===== config.mk =====
export PLATFORM = sky130hd
export DESIGN_NAME = midi_msg_parser_flat
export DESIGN_NICKNAME = d
export VERILOG_FILES = /design/src/rtl/midi_msg_parser_if.sv /design/src/rtl/midi_msg_parser.sv /design/src/flat_wrapper.sv
export SDC_FILE = /design/constraint.sdc
export NUM_CORES = 1
export LEC_CHECK = 0
export ABC_AREA = 1
export CAP_MARGIN = 25
export CORE_MARGIN = 10
export CORE_UTILIZATION = 35
export CTS_BUF_LIST = sky130_fd_sc_hd__clkbuf_4
export CTS_CLUSTER_DIAMETER = 80
export CTS_CLUSTER_SIZE = 12
export DETAILED_ROUTE_END_ITERATION = 7
export PLACE_DENSITY = 0.58
export SETUP_SLACK_MARGIN = 0.5
export SYNTH_ARGS = -nofsm -noshare
export SYNTH_HDL_FRONTEND = slang
export SYNTH_SLANG_ARGS = --single-unit

===== constraint.sdc =====
create_clock -name Clock -period 1.8 [get_ports Clock]
set_clock_uncertainty 0.1 [all_clocks]
set_input_delay 0.36 -clock Clock [delete_from_list [all_inputs] [get_ports Clock]]
set_output_delay 0.36 -clock Clock [all_outputs]
set_load 0.005 [all_outputs]

===== src/rtl/midi_msg_parser_if.sv =====
// FIFO-side and message-side signals of the MIDI parser.
// The parser uses the master modport; the FIFO/consumer side uses slave.
interface midi_msg_parser_if;
  logic       fifo_empty;
  logic [7:0] fifo_data;
  logic       fifo_rd;
  logic       msg_valid;
  logic       msg_ready;
  logic [7:0] msg_status;
  logic [6:0] msg_data1;
  logic [6:0] msg_data2;
  logic       rt_valid;
  logic [7:0] rt_byte;
  logic       err_pulse;
  logic [7:0] err_count;

  modport master (
    input  fifo_empty, fifo_data, msg_ready,
    output fifo_rd, msg_valid, msg_status, msg_data1, msg_data2,
           rt_valid, rt_byte, err_pulse, err_count
  );
  modport slave (
    output fifo_empty, fifo_data, msg_ready,
    input  fifo_rd, msg_valid, msg_status, msg_data1, msg_data2,
           rt_valid, rt_byte, err_pulse, err_count
  );
endinterface


===== src/rtl/midi_msg_parser.sv =====
// MIDI byte-stream parser: running status, SysEx discard, channel filter, timeout.
// Define MIDI_RT_PASS_EN to forward real-time bytes on rt_valid/rt_byte.
module midi_msg_parser #(
  parameter logic [15:0] CHAN_MASK = 16'hFFFF,
  parameter int          TIMEOUT   = 0,
  parameter int          TIMEOUT_W = 16
) (
  input  logic              Clock,
  input  logic              Reset,
  midi_msg_parser_if.master bus
);
  typedef enum logic [2:0] {IDLE, DATA1, DATA2, SYSEX, HOLD} state_t;

  localparam logic [TIMEOUT_W-1:0] TMO_LAST = TIMEOUT_W'((TIMEOUT > 0) ? TIMEOUT - 1 : 0);

  state_t               state, state_n;
  logic                 rd_pend;
  logic [7:0]           rs, rs_n;
  logic                 rs_vld, rs_vld_n;
  logic [6:0]           d1, d1_n;
  logic                 cmp, err;
  logic [6:0]           cmp_d1, cmp_d2;
  logic                 in_data, tmo_hit, vel0;
  logic [TIMEOUT_W-1:0] tmo_cnt;
  logic [7:0]           b;

  assign b       = bus.fifo_data;
  assign in_data = (state == DATA1) || (state == DATA2);
  assign tmo_hit = (TIMEOUT > 0) && in_data && !rd_pend && (tmo_cnt == TMO_LAST);
  assign vel0    = (rs[7:4] == 4'h9) && (cmp_d2 == 7'h00);
  assign bus.fifo_rd = !Reset && !bus.fifo_empty && !rd_pend && (state != HOLD);

`ifdef MIDI_RT_PASS_EN
  logic rt_hit;
`endif

  always_comb begin
    state_n  = state;
    rs_n     = rs;
    rs_vld_n = rs_vld;
    d1_n     = d1;
    err      = 1'b0;
    cmp      = 1'b0;
    cmp_d1   = d1;
    cmp_d2   = 7'h00;
`ifdef MIDI_RT_PASS_EN
    rt_hit   = 1'b0;
`endif
    if (state == HOLD && bus.msg_valid && bus.msg_ready) state_n = IDLE;
    if (rd_pend) begin
      if (b >= 8'hF8) begin
`ifdef MIDI_RT_PASS_EN
        rt_hit = 1'b1;
`endif
      end else if (state != HOLD) begin
        if (state == SYSEX && b == 8'hF7) state_n = IDLE;
        else if (!(state == SYSEX && !b[7])) begin
          if (b == 8'hF0) begin
            rs_vld_n = 1'b0;
            state_n  = SYSEX;
          end else if (b[7:4] == 4'hF) begin
            rs_vld_n = 1'b0;
            state_n  = IDLE;
          end else if (b[7]) begin
            err      = in_data;
            rs_n     = b;
            rs_vld_n = 1'b1;
            state_n  = DATA1;
          end else if (state == DATA2) begin
            cmp    = 1'b1;
            cmp_d2 = b[6:0];
          end else if (rs_vld) begin
            d1_n   = b[6:0];
            cmp_d1 = b[6:0];
            if (rs[7:5] == 3'b110) cmp = 1'b1;
            else                   state_n = DATA2;
          end else err = 1'b1;
        end
      end
    end else if (tmo_hit) begin
      err      = 1'b1;
      rs_vld_n = 1'b0;
      state_n  = IDLE;
    end
    // completed messages on filtered channels vanish silently
    if (cmp) state_n = CHAN_MASK[rs[3:0]] ? HOLD : IDLE;
  end

  always_ff @(posedge Clock) begin
    if (Reset) begin
      state          <= IDLE;
      rd_pend        <= 1'b0;
      rs             <= 8'h00;
      rs_vld         <= 1'b0;
      d1             <= 7'h00;
      tmo_cnt        <= '0;
      bus.msg_valid  <= 1'b0;
      bus.msg_status <= 8'h00;
      bus.msg_data1  <= 7'h00;
      bus.msg_data2  <= 7'h00;
      bus.err_pulse  <= 1'b0;
      bus.err_count  <= 8'h00;
    end else begin
      state     <= state_n;
      rd_pend   <= bus.fifo_rd;
      rs        <= rs_n;
      rs_vld    <= rs_vld_n;
      d1        <= d1_n;
      tmo_cnt   <= (rd_pend || !in_data) ? '0 : tmo_cnt + 1'b1;
      if (cmp && CHAN_MASK[rs[3:0]]) begin
        bus.msg_valid  <= 1'b1;
        bus.msg_status <= vel0 ? {4'h8, rs[3:0]} : rs;
        bus.msg_data1  <= cmp_d1;
        bus.msg_data2  <= vel0 ? 7'h40 : cmp_d2;
      end else if (bus.msg_valid && bus.msg_ready) begin
        bus.msg_valid <= 1'b0;
      end
      bus.err_pulse <= err;
      if (err && bus.err_count != 8'hFF) bus.err_count <= bus.err_count + 8'd1;
    end
  end

`ifdef MIDI_RT_PASS_EN
  always_ff @(posedge Clock) begin
    if (Reset) begin
      bus.rt_valid <= 1'b0;
      bus.rt_byte  <= 8'h00;
    end else begin
      bus.rt_valid <= rt_hit;
      if (rt_hit) bus.rt_byte <= b;
    end
  end
`else
  assign bus.rt_valid = 1'b0;
  assign bus.rt_byte  = 8'h00;
`endif
endmodule

===== src/flat_wrapper.sv =====
// flat-port wrapper written by rule: the top's interface ports become plain ports
module midi_msg_parser_flat 
#(
  parameter logic [15:0] CHAN_MASK = 16'hFFFF,
  parameter int          TIMEOUT   = 0,
  parameter int          TIMEOUT_W = 16
)
  (Clock, Reset, bus_fifo_empty, bus_fifo_data, bus_msg_ready, bus_fifo_rd, bus_msg_valid, bus_msg_status, bus_msg_data1, bus_msg_data2, bus_rt_valid, bus_rt_byte, bus_err_pulse, bus_err_count);
  midi_msg_parser_if bus_i ();
  input  logic Clock;
  input  logic Reset;
  input wire logic [$bits(bus_i.fifo_empty)-1:0] bus_fifo_empty;
  input wire logic [$bits(bus_i.fifo_data)-1:0] bus_fifo_data;
  input wire logic [$bits(bus_i.msg_ready)-1:0] bus_msg_ready;
  output wire logic [$bits(bus_i.fifo_rd)-1:0] bus_fifo_rd;
  output wire logic [$bits(bus_i.msg_valid)-1:0] bus_msg_valid;
  output wire logic [$bits(bus_i.msg_status)-1:0] bus_msg_status;
  output wire logic [$bits(bus_i.msg_data1)-1:0] bus_msg_data1;
  output wire logic [$bits(bus_i.msg_data2)-1:0] bus_msg_data2;
  output wire logic [$bits(bus_i.rt_valid)-1:0] bus_rt_valid;
  output wire logic [$bits(bus_i.rt_byte)-1:0] bus_rt_byte;
  output wire logic [$bits(bus_i.err_pulse)-1:0] bus_err_pulse;
  output wire logic [$bits(bus_i.err_count)-1:0] bus_err_count;
  assign bus_i.fifo_empty = bus_fifo_empty;
  assign bus_i.fifo_data = bus_fifo_data;
  assign bus_i.msg_ready = bus_msg_ready;
  assign bus_fifo_rd = bus_i.fifo_rd;
  assign bus_msg_valid = bus_i.msg_valid;
  assign bus_msg_status = bus_i.msg_status;
  assign bus_msg_data1 = bus_i.msg_data1;
  assign bus_msg_data2 = bus_i.msg_data2;
  assign bus_rt_valid = bus_i.rt_valid;
  assign bus_rt_byte = bus_i.rt_byte;
  assign bus_err_pulse = bus_i.err_pulse;
  assign bus_err_count = bus_i.err_count;
  midi_msg_parser #(.CHAN_MASK(CHAN_MASK), .TIMEOUT(TIMEOUT), .TIMEOUT_W(TIMEOUT_W)) u_core (.Clock(Clock), .Reset(Reset), .bus(bus_i));
endmodule

Word level (Yosys, flattened, before mapping) --
Memory sizes are Yosys's and may differ from the RTL's. A register that Yosys moved wholly into a read port is not among the register bits. Index checks and enable logic that the tools add are counted.
Storage, ports and cells: output and inout bits 42, ROM bits 16, register bits 52, input bits 12, memories 1
Operators by class: reductions and logical operators 21, muxes and demuxes 64, bitwise operators 5, equal/unequal tests 11, order comparisons 2, $add $sub $neg 1
Memory list:
- (name not given) | words 16, bits a word 1, rd ports 1, clocked after memory_dff 1, wr ports 0, line midi_msg_parser.sv:86 | if (cmp) state_n = CHAN_MASK[rs[3:0]] ? HOLD : IDLE;
Operators with widths (count):
- 2-to-1 mux 7 bit | 20
- 2-to-1 mux 3 bit | 14
- 2-to-1 mux 1 bit | 27
- equality test 8 bit (second input constant) | 2
- logical AND 1 bit | 11
- adder 8 x 1 -> 8 bit (second input constant) | 1
- equality test 4 bit (second input constant) | 2
- greater-or-equal comparator 8 bit (second input constant) | 1
- 2-to-1 mux 4 bit | 2
- 2-to-1 mux 8 bit | 1
- != test 8 bit (second input constant) | 1
- AND reduction 8 bit | 1
- logical NOT 7 bit | 1
- equality test 3 x 2 -> 1 bit (second input constant) | 2
- equality test 3 bit (second input constant) | 2
- AND reduction 6 bit | 1
- less-than comparator 4 x 5 -> 1 bit (second input constant) | 1
- NOT 1 bit | 5
- logical NOT 1 bit | 4
- equality test 3 x 1 -> 1 bit (second input constant) | 1
- != test 3 bit (second input constant) | 1
- nonzero test 3 bit | 1
- nonzero test 2 bit | 1
- logical OR 1 bit | 1

Longest topological paths before layout --
Gate-level depths: netlist (run 1).
depth in word-level cells 16, mapped depth 11, gate-level depth less buffers 11

Worst setup path before layout (run 1) --
Ideal clock, no wire load.
path type input to register, from input bus_fifo_data[7], to register u_core.bus.msg_data1[2], cell stages on the path 11, arrival time 1.356 ns, setup slack 0.212 ns, path buffers 2, cell sequence buf_6 nand2_4 nor2_4 nand2_1 nor2_4 nor2_8 nand2_4 nor2_4 buf_6 nand3_1 a21oi_1
On the way: word-level cells in the longest chain between the ends 9, elaborated cells on any way between the ends 24, those cells by class 1 x order compare; 3 x eq/ne; 16 x mux; 4 x reduce/logical
RTL lines:
- from (decl) | line flat_wrapper.sv:13 | input wire logic [$bits(bus_i.fifo_data)-1:0] bus_fifo_data;
- equality test 4 bit / 2-to-1 mux 1 bit (equally long branches) | line midi_msg_parser.sv:61, midi_msg_parser.sv:64
- 2-to-1 mux 1 bit | line midi_msg_parser.sv:61 | end else if (b[7:4] == 4'hF) begin
- 2-to-1 mux 1 bit | line midi_msg_parser.sv:58 | if (b == 8'hF0) begin
- 2-to-1 mux 1 bit | line midi_msg_parser.sv:57 | else if (!(state == SYSEX && !b[7])) begin
- 2-to-1 mux 1 bit | line midi_msg_parser.sv:56 | if (state == SYSEX && b == 8'hF7) state_n = IDLE;
- 2-to-1 mux 1 bit | line midi_msg_parser.sv:55 | end else if (state != HOLD) begin
- 2-to-1 mux 1 bit | line midi_msg_parser.sv:51 | if (b >= 8'hF8) begin
- 2-to-1 mux 1 bit | line midi_msg_parser.sv:50 | if (rd_pend) begin
- logical AND 1 bit | line midi_msg_parser.sv:110 | if (cmp && CHAN_MASK[rs[3:0]]) begin
- to (signal assigned) | line midi_msg_parser.sv:113 | bus.msg_data1 <= cmp_d1;
- to (decl) | line midi_msg_parser_if.sv:19 | output fifo_rd, msg_valid, msg_status, msg_data1, msg_data2,
Parallel ways exist; a longest one is shown, timed or not. A chain may end at the register's enable or synchronous reset.

Worst setup path after layout (run 1) --
from input bus_fifo_data[3], to register u_core.bus.msg_status[1]
On the way: word-level cells in the longest chain between the ends 8, elaborated cells on any way between the ends 11, those cells by class 1 x order compare; 2 x eq/ne; 6 x mux; 2 x reduce/logical
RTL lines:
- equality test 8 bit | line midi_msg_parser.sv:58
- 2-to-1 mux 1 bit | line midi_msg_parser.sv:58
- 2-to-1 mux 1 bit | line midi_msg_parser.sv:57
- 2-to-1 mux 1 bit | line midi_msg_parser.sv:56
- 2-to-1 mux 1 bit | line midi_msg_parser.sv:55
- 2-to-1 mux 1 bit (*) | line midi_msg_parser.sv:51
- 2-to-1 mux 1 bit (*) | line midi_msg_parser.sv:50
- logical AND 1 bit (*) | line midi_msg_parser.sv:110
- to (signal assigned) | line midi_msg_parser.sv:112 | bus.msg_status <= vel0 ? {4'h8, rs[3:0]} : rs;
- to (decl) | line midi_msg_parser_if.sv:19
Every way passes the cells marked *; elsewhere a longest branch is shown, timed or not.

==> results.sh, run 1 <==
export IMPL_grt_max_degree=37
export IMPL_worstPathCellList="clkdlybuf4s50_1, inv_1, nand4_1, nor2_4, nor2_8, nand2_4, nor2_4, buf_12, buf_12, nand2_4, a21oi_2"
export IMPL_required_ps=2020
export IMPL_syn_to_final_growth_pct=72.9
export IMPL_grt_pass1_vias=2492
export IMPL_nets=472
export IMPL_hold_viol_final=0
export IMPL_path_buf_inv=4
export IMPL_h_tree_depth=2
export IMPL_r2r_cells=12
export IMPL_dieArea_mm2=0.0108
export IMPL_cts_tree="built"
export IMPL_multi_input_area_mm2=0.00156
export IMPL_die_y_um=104
export IMPL_vias=2638
export IMPL_die_w_um=104
export IMPL_fin_tns_setup_ps=0
export IMPL_power_density_mw_per_mm2=505
export IMPL_seq_power_share_pct=54.5
export IMPL_postCtsHoldBufs=0
export IMPL_dp_cells=506
export IMPL_post_route_period_util_pct=95.7
export IMPL_cp_depth=11
export IMPL_period_needed_ps=1720
export IMPL_p_int_mw=1.60
export IMPL_io_buffers=44
export IMPL_drv_slew=0
export IMPL_dpl_hpwl_um=5080
export IMPL_grt_pass1_wl_um=12000
export IMPL_synth_cell_types=29
export IMPL_gr_usage_all_layers_pct=12.9
export IMPL_clock_sinks=52
export IMPL_worstSetupPathType="in -> reg"
export IMPL_synth_area_leaders="dfxtp_1, nand2_1, a21oi_1"
export IMPL_slowest_stage="clkdlybuf4s50_1"
export IMPL_gp_congestion=0.840
export IMPL_clk_path_buf_depth=2
export IMPL_drc_errors=0
export IMPL_floorplan_initialDensity_pct=36.1
export IMPL_num_rows=30
export IMPL_path_max_fanout=5
export IMPL_cp_top_family="buffers and inverters"
export IMPL_peakVddDrop_uv=348
export IMPL_ys_ff_latch=52
export IMPL_vias_per_cell=4.74
export IMPL_slowest_delay_ps=500
export IMPL_net_switching_power_uw=555
export IMPL_startpoint_type="input pin"
export IMPL_clk_latency_ps=360
export IMPL_setup_viol=0
export IMPL_yosysTopAreaCell="dfxtp_1"
export IMPL_grt_remaining_overflow=0
export IMPL_clkPwrFrac_pct=30.8
export IMPL_drtIter0Drc=84
export IMPL_synth_top_area_share_pct=42.2
export IMPL_wirelength_um=7630
export IMPL_wl_per_cell_um=13.7
export IMPL_n_antenna_cell=0
export IMPL_hold_depth=2
export IMPL_layout_drive_gt1_share_pct=56.1
export IMPL_grt_antenna_before_repair=0
export IMPL_ant_nets=0
export IMPL_yosysWarningCount=0
export IMPL_fin_cells=556
export IMPL_p_leak_nw=1.80
export IMPL_reg2reg_setup_slack_ps=100
export IMPL_min_delay_path_class="reg -> reg"
export IMPL_root_buffer="clkbuf_4"
export IMPL_io_pins=54
export IMPL_switching_share_pct=25.7
export IMPL_core_area_mm2=0.00683
export IMPL_hold_ws_ps=369
export IMPL_endpoint_kind="flop"
export IMPL_combPwrFrac_pct=14.7
export IMPL_outcome="finished clean"
export IMPL_numCtsBuffers=5
export IMPL_netlist_area_mm2=0.00247
export IMPL_syn_avg_cell_area_um2=7.55
export IMPL_power_total_mw=2.16
export IMPL_seq_area_frac_synth_pct=42.2
export IMPL_clk_pin_slew_ps=160
export IMPL_max_freq_mhz=581
export IMPL_syn_inst=327
export IMPL_num_fill_cells=601
export IMPL_cap_violations=0
export IMPL_dr_pass1_iters=4
export IMPL_seqCellArea_mm2=0.00110
export IMPL_rsz0062_at_grt="yes"
export IMPL_cp_data_arrival_time_ps=1940
cell families after synthesis:
family,share of synthesized area [%]
AND/OR/NAND/NOR,32.8
AO/OA/AOI/OAI,11.8
adder cells (fa/ha/maj),0.507
other,0.152
flip-flops,42.2
XOR/XNOR,2.13
buffers and inverters,10.4
synth_stat cells, drive strengths merged:
cell type,instances
nand2,75
dfxtp,52
a21oi,38
inv,33
nor2,32
nand3,28
nand4,17
o21ai,16
buf,14
clkbuf,5
xor2,4
nor3,3
nor4,3
xnor2,2
a211oi,1
a31oi,1
conb,1
ha,1
o31ai,1
worst register-to-register path, stage by stage, from the launching register on:
cell and delay [ps]:
dfxtp_4 380, buf_6 140, nand2_4 60, nor2_4 40, nand2_2 80, nor2_4 60
nor2_8 140, nand2_4 60, nor2_4 190, buf_12 150, buf_12 100, nand2_4 40
a21oi_2 120
path summary, 6_finish.rpt:
| path | from | endpoint |
|---|---|---|
| max reg2reg | u_core.state[1] | u_core.bus.msg_status[1] |
| max | bus_fifo_data[3] | u_core.bus.msg_status[1] |
| min reg2reg | u_core.bus.msg_status[4] | u_core.bus.msg_status[4] |
| min | u_core.bus.msg_status[4] | u_core.bus.msg_status[4] |
final cells by class:
class	count	area share (%)
clock inverters	3	0.996
repair buffers	134	30.0
well taps	96	2.81
multi-input cells	233	36.4
inverters	33	3.05
flip-flops and latches	52	25.8
clock buffers	5	0.879
stage by stage:
step | cell area [um^2] | util [%] | setup WS, ps
floorplan | 2550 | - | 246
global placement | 3410 | 49.9 | -496
detailed placement | 3410 | 49.9 | -531
CTS | 3720 | 54.5 | 100
global route | 4270 | 62.5 | 7.01
finish | 4270 | 62.5 | 78.0
layer usage:
layer	share of wire (%)	global-route usage (%)	vias up
met2	52	21.9	51
met1	43	16.0	1249
li1	-	-	1331
met3	4.3	3.04	7
met5	0	0	-
met4	0.83	2.88	0
repair_timing:
action                                  4_1_cts  5_1_grt
pin swaps                                    11       24
cloned                                        2        1
buffers inserted                             16       23
endpoints found under the setup margin       84       84
gates resized for setup                     226       86
power by group through the flow:
| stage | Combinational [mW] | Clock, mW | Sequential [mW] |
|---|---|---|---|
| after global placement | 0.241 | 0 | 1.20 |
| after floorplan | 0.129 | 0 | 1.20 |
| after detailed placement | 0.243 | 0 | 1.20 |
| after CTS | 0.266 | 0.687 | 1.17 |
| final | 0.317 | 0.665 | 1.17 |
| after global routing | 0.342 | 0.729 | 1.18 |
state kept, by name, indices dropped and copies added (netlist names):
register	cells
u_core.bus.err_count	8
u_core.bus.msg_status	8
u_core.rs	8
u_core.bus.msg_data1	7
u_core.bus.msg_data2	7
u_core.d1	7
u_core.state	3
u_core.bus.err_pulse	1
u_core.bus.msg_valid	1
u_core.rd_pend	1
u_core.rs_vld	1
layout by cell type, fill, tap and decap left out, types with 3 or more instances in the layout:
master | synthesis | final
conb_1 | 1 | 9
nand3_1 | 25 | 8
buf_2 | 1 | 5
clkdlybuf4s50_1 | 0 | 7
o21ai_1 | 0 | 5
dfxtp_1 | 52 | 16
nand3_4 | 1 | 6
nand4_1 | 17 | 17
dlygate4sd2_1 | 0 | 3
o21ai_2 | 0 | 5
nand3_2 | 2 | 15
o21ai_0 | 16 | 6
inv_2 | 1 | 8
dfxtp_2 | 0 | 30
nor2_4 | 4 | 14
inv_1 | 32 | 23
a21oi_2 | 0 | 7
xor2_1 | 4 | 4
nand2_1 | 67 | 47
nand2_4 | 6 | 11
dfxtp_4 | 0 | 6
nand2_2 | 2 | 17
nor2_1 | 23 | 17
buf_6 | 3 | 42
clkbuf_4 | 0 | 5
a21oi_1 | 38 | 31
buf_12 | 0 | 7
buf_4 | 10 | 67
No activity file was read; power rests on OpenSTA's default activity.
==> run 2, diff against run 1 <==
ABC_CLOCK_PERIOD_IN_PS = 1800   (was unset)
CORE_UTILIZATION = 50   (was 35)
PLACE_DENSITY = 0.78   (was 0.58)
==> results.sh, run 2 (synthesis results as in run 1) <==
export IMPL_grt_max_degree=37
export IMPL_wl_per_cell_um=25.4
export IMPL_r2r_cells=10
export IMPL_outcome="complete, but fails checks"
export IMPL_io_buffers=44
export IMPL_place_area_mm2=0.00327
export IMPL_drv_slew=0
export IMPL_gp_congestion=0.863
export IMPL_post_route_period_util_pct=106
export IMPL_num_rows=25
export IMPL_violations="negative setup slack"
export IMPL_die_w_um=90.3
export IMPL_dr_pass1_iters=6
export IMPL_path_max_fanout=6
export IMPL_nets=482
export IMPL_drtIter0Drc=310
export IMPL_hold_depth=4
export IMPL_postCtsHoldBufs=0
export IMPL_grt_pass1_wl_um=15200
export IMPL_vias_per_cell=6.24
export IMPL_top_regs="u_core.bus.err_count: 8 flops, u_core.bus.msg_status: 8 flops, u_core.rs: 8 flops"
export IMPL_cp_data_arrival_time_ps=2130
export IMPL_vias=3350
export IMPL_drc_errors=0
export IMPL_layout_drive_gt1_share_pct=64.3
export IMPL_final_common_cell="buf_4"
export IMPL_clk_path_buf_depth=2
export IMPL_fin_tns_setup_ps=-383
export IMPL_setup_viol=11
export IMPL_required_ps=2030
export IMPL_setup_slack_ps=-101
export IMPL_cap_violations=0
export IMPL_core_area_mm2=0.00475
export IMPL_clock_sinks=52
export IMPL_dpl_hpwl_um=4890
export IMPL_syn_to_final_growth_pct=83.3
export IMPL_grt_remaining_overflow=0
export IMPL_fin_area_mm2=0.00452
export IMPL_root_buffer="clkbuf_4"
export IMPL_numCtsBuffers=5
export IMPL_worstSetupPathType="in -> reg"
export IMPL_peakVddDrop_uv=383
export IMPL_startpoint_type="input pin"
export IMPL_grt_antenna_before_repair=0
export IMPL_io_pins=54
export IMPL_wirelength_um=13600
export IMPL_clk_latency_ps=390
export IMPL_multi_input_area_mm2=0.00176
export IMPL_cts_tree="built"
export IMPL_max_freq_mhz=526
export IMPL_floorplan_initialDensity_pct=51.9
export IMPL_num_fill_cells=133
export IMPL_ant_nets=0
export IMPL_grt_pass1_vias=3060
export IMPL_die_y_um=90.3
export IMPL_clk_pin_slew_ps=160
export IMPL_gr_usage_all_layers_pct=22.3
export IMPL_rsz0062_at_grt="yes"
export IMPL_min_delay_path_class="in -> reg"
export IMPL_hold_viol_final=0
export IMPL_dieArea_mm2=0.00815
export IMPL_period_needed_ps=1900
export IMPL_final_cell_mix="buf_4, buf_6, nand2_1"
export IMPL_n_antenna_cell=0
export IMPL_seqCellArea_mm2=0.00110
export IMPL_power_density_mw_per_mm2=504
export IMPL_p_leak_nw=1.94
export IMPL_endpoint_kind="flop"
export IMPL_h_tree_depth=2
run 2: changes by cell type in the layout (fill, tap and decap cells not counted), moves of 5 or more:
cell     delta
nand2_4    +11
nand3_2     -6
nand2_1    -10
a21oi_2    +23
buf_2       +5
a21oi_1    -23
buf_6       +7
run 2: layout make-up:
class	instances	area share (%)
repair buffers	144	30.1
multi-input cells	233	39.0
inverters	33	2.93
clock inverters	3	0.940
flip-flops and latches	52	24.4
clock buffers	5	0.830
well taps	67	1.85
run 2: worst max-delay path, cell delays in order:
cell and delay, ps:
clkdlybuf4s50_1 510, nand4_1 270, nor2_4 290, nor2_8 80, buf_4 160, nand4_1 160, nand3_2 130, a21oi_2 170
run 2: worst paths after layout:
path	slack, ps	to	from
setup reg to reg	-50	u_core.bus.msg_data1[4]	u_core.state[0]
hold reg to reg	380	u_core.bus.msg_status[4]	u_core.bus.msg_status[4]
setup / recovery	-100	u_core.bus.msg_data1[4]	bus_fifo_data[2]
hold / removal	300	u_core.rs[3]	bus_fifo_data[3]
run 2: stage by stage:
stage                     util, %  power [mW]  hold slack, ps  cells  worst slack, ps
final                        95.2        2.28             301    537             -101
after global routing         95.2        2.32             324    537             -147
after CTS                    83.2        2.13             362    519              103
after detailed placement     68.7        1.43             347    470             -536
after global placement       68.7        1.42             337    470             -440
after floorplan                 -        1.33             330    335              246
run 2: power by group:
part	internal [mW]	switching, mW
Clock	0.290	0.415
Combinational	0.168	0.231
Sequential	1.16	0.0191
run 2: routing by layer:
metal  vias up  wire, um  global-route usage (%)
met1      1565      4540                    23.7
li1       1358         -                       -
met4         0      1140                    10.9
met3       117      1390                    4.74
met5         -         0                       0
met2       310      6540                    40.7
run 2: repair_timing:
item	4_1_cts	5_1_grt
resized for setup	276	105
gates cloned	4	1
setup buffers	37	17
endpoints found under the setup margin	84	84
pin swaps	32	34
==> run 3, diff against run 2 <==
CORE_UTILIZATION = 25   (was 50)
CTS_CLUSTER_DIAMETER = 50   (was 80)
PLACE_DENSITY = 0.44   (was 0.78)
==> results.sh, run 3 (synthesis results as in run 1) <==
export IMPL_wirelength_um=7560
export IMPL_syn_to_final_growth_pct=63.4
export IMPL_dp_cells=550
export IMPL_fin_cells=585
export IMPL_setup_slack_ps=116
export IMPL_grt_max_degree=37
export IMPL_gr_usage_met1_pct=12.8
export IMPL_floorplan_initialDensity_pct=25.5
export IMPL_gp_congestion=0.856
export IMPL_n_antenna_cell=0
export IMPL_die_w_um=119
export IMPL_startpoint_type="flop"
export IMPL_cp_data_arrival_time_ps=1850
export IMPL_final_common_cell="buf_4"
export IMPL_ant_nets=0
export IMPL_num_rows=36
export IMPL_wl_per_cell_um=12.9
export IMPL_cts_tree="built"
export IMPL_io_buffers=44
export IMPL_p_leak_nw=1.70
export IMPL_die_y_um=119
export IMPL_hold_ws_ps=368
export IMPL_drtIter0Drc=89
export IMPL_met3_usage_pct=3.02
export IMPL_peakVddDrop_uv=242
export IMPL_io_pins=54
export IMPL_layout_drive_gt1_share_pct=49.8
export IMPL_nets=465
export IMPL_outcome="finished clean"
export IMPL_grt_pass1_vias=2591
export IMPL_clock_sinks=52
export IMPL_gr_usage_all_layers_pct=10.6
export IMPL_dpl_worst_slack_ps=-549
export IMPL_vias_per_cell=4.34
export IMPL_cap_violations=0
export IMPL_top_regs="u_core.bus.err_count: 8 flops, u_core.bus.msg_status: 8 flops, u_core.rs: 8 flops"
export IMPL_grt_use_met2_pct=17.9
export IMPL_path_max_fanout=7
export IMPL_dpl_hpwl_um=5500
export IMPL_drv_slew=0
export IMPL_grt_remaining_overflow=0
export IMPL_power_density_mw_per_mm2=488
export IMPL_h_tree_depth=2
export IMPL_crit_reg2reg_launch="u_core.state[1]"
export IMPL_rsz0062_at_grt="yes"
export IMPL_clk_latency_ps=370
export IMPL_clk_path_buf_depth=2
export IMPL_setup_viol=0
export IMPL_period_needed_ps=1680
export IMPL_min_delay_path_class="reg -> reg"
export IMPL_crit_start="u_core.state[1]"
export IMPL_r2r_cells=9
export IMPL_final_cell_mix="buf_4, nand2_1, buf_6"
export IMPL_hp_start="u_core.bus.msg_data2[1]"
export IMPL_root_buffer="clkbuf_4"
export IMPL_r2r_end="u_core.bus.msg_data1[5]"
export IMPL_grt_antenna_before_repair=0
export IMPL_worstSetupPathType="reg -> reg"
export IMPL_required_ps=1970
export IMPL_post_route_period_util_pct=93.5
export IMPL_dieArea_mm2=0.0142
export IMPL_endpoint_kind="flop"
export IMPL_drc_errors=0
export IMPL_endpoint="u_core.bus.msg_data1[5]"
export IMPL_core_area_mm2=0.00968
export IMPL_dr_pass1_iters=4
export IMPL_hold_viol_final=0
export IMPL_clk_pin_slew_ps=150
export IMPL_grt_pass1_wl_um=12500
export IMPL_top_usage_layer="met2"
export IMPL_numCtsBuffers=5
export IMPL_vias=2537
export IMPL_place_area_mm2=0.00348
export IMPL_fin_area_mm2=0.00403
export IMPL_max_freq_mhz=594
export IMPL_reg2reg_setup_slack_ps=120
run 3: cell types whose count changed in the layout (fill, tap and decap cells not counted), moves of 6 or more:
cell | before | now
inv_1 | 24 | 31
nand3_4 | 9 | 3
a21oi_1 | 8 | 25
buf_6 | 49 | 40
nand2_2 | 16 | 8
nand2_1 | 37 | 60
nand2_4 | 22 | 7
a21oi_2 | 30 | 13
run 3: layout make-up:
type                            count  area [um^2]
Clock buffer                        5         37.5
Timing Repair Buffer              128         1160
Multi-Input combinational cell    232         1440
Fill cell                         994         5650
Sequential cell                    52         1100
Clock inverter                      2         7.51
Inverter                           33          126
Tap cell                          133          166
run 3: power breakdown:
group          switching [mW]  leakage (nW)  internal, mW
clock network           0.354        0.0261         0.138
registers              0.0116         0.439          1.16
logic                   0.159          1.23         0.146
total                   0.524          1.70          1.45
run 3: worst max-delay path: stages, from the launching register on:
cell     delay (ps)
dfxtp_4         380
buf_4           130
nand3_1         130
nor2_2           50
buf_4           150
nor2_4          110
buf_4           160
nand4_1         170
nand3_2         130
a21oi_1          60
run 3: metal layers:
layer	vias up	routed length, um
met5	-	0
met4	0	121
met3	10	377
met2	40	3640
met1	1174	3420
li1	1313	-
run 3: worst min path at each step:
stage                     depth (start not counted)  slack [ps]                  endpoint
after floorplan                                   1         330            u_core.rd_pend
after global placement                            2         340  u_core.bus.msg_status[4]
after detailed placement                          2         350  u_core.bus.msg_status[4]
after CTS                                         2         370  u_core.bus.msg_status[0]
after global routing                              2         380  u_core.bus.msg_status[4]
final                                             2         370   u_core.bus.msg_data2[1]
run 3: what timing repair did:
item,4_1_cts,5_1_grt
resized for setup,231,35
buffers inserted,16,11
endpoints found under the setup margin,84,84
pin swaps,14,15
hold buffers,0,0
cloned,1,0
run 3: metrics by stage:
| step | TNS (ps) | power [mW] | util, % |
|---|---|---|---|
| finish | 0 | 1.97 | 41.6 |
| CTS | 0 | 1.99 | 39.3 |
| global placement | -16850 | 1.46 | 35.9 |
| detailed placement | -17850 | 1.46 | 35.9 |
| floorplan | 0 | 1.33 | - |
| global route | 0 | 2.07 | 41.6 |
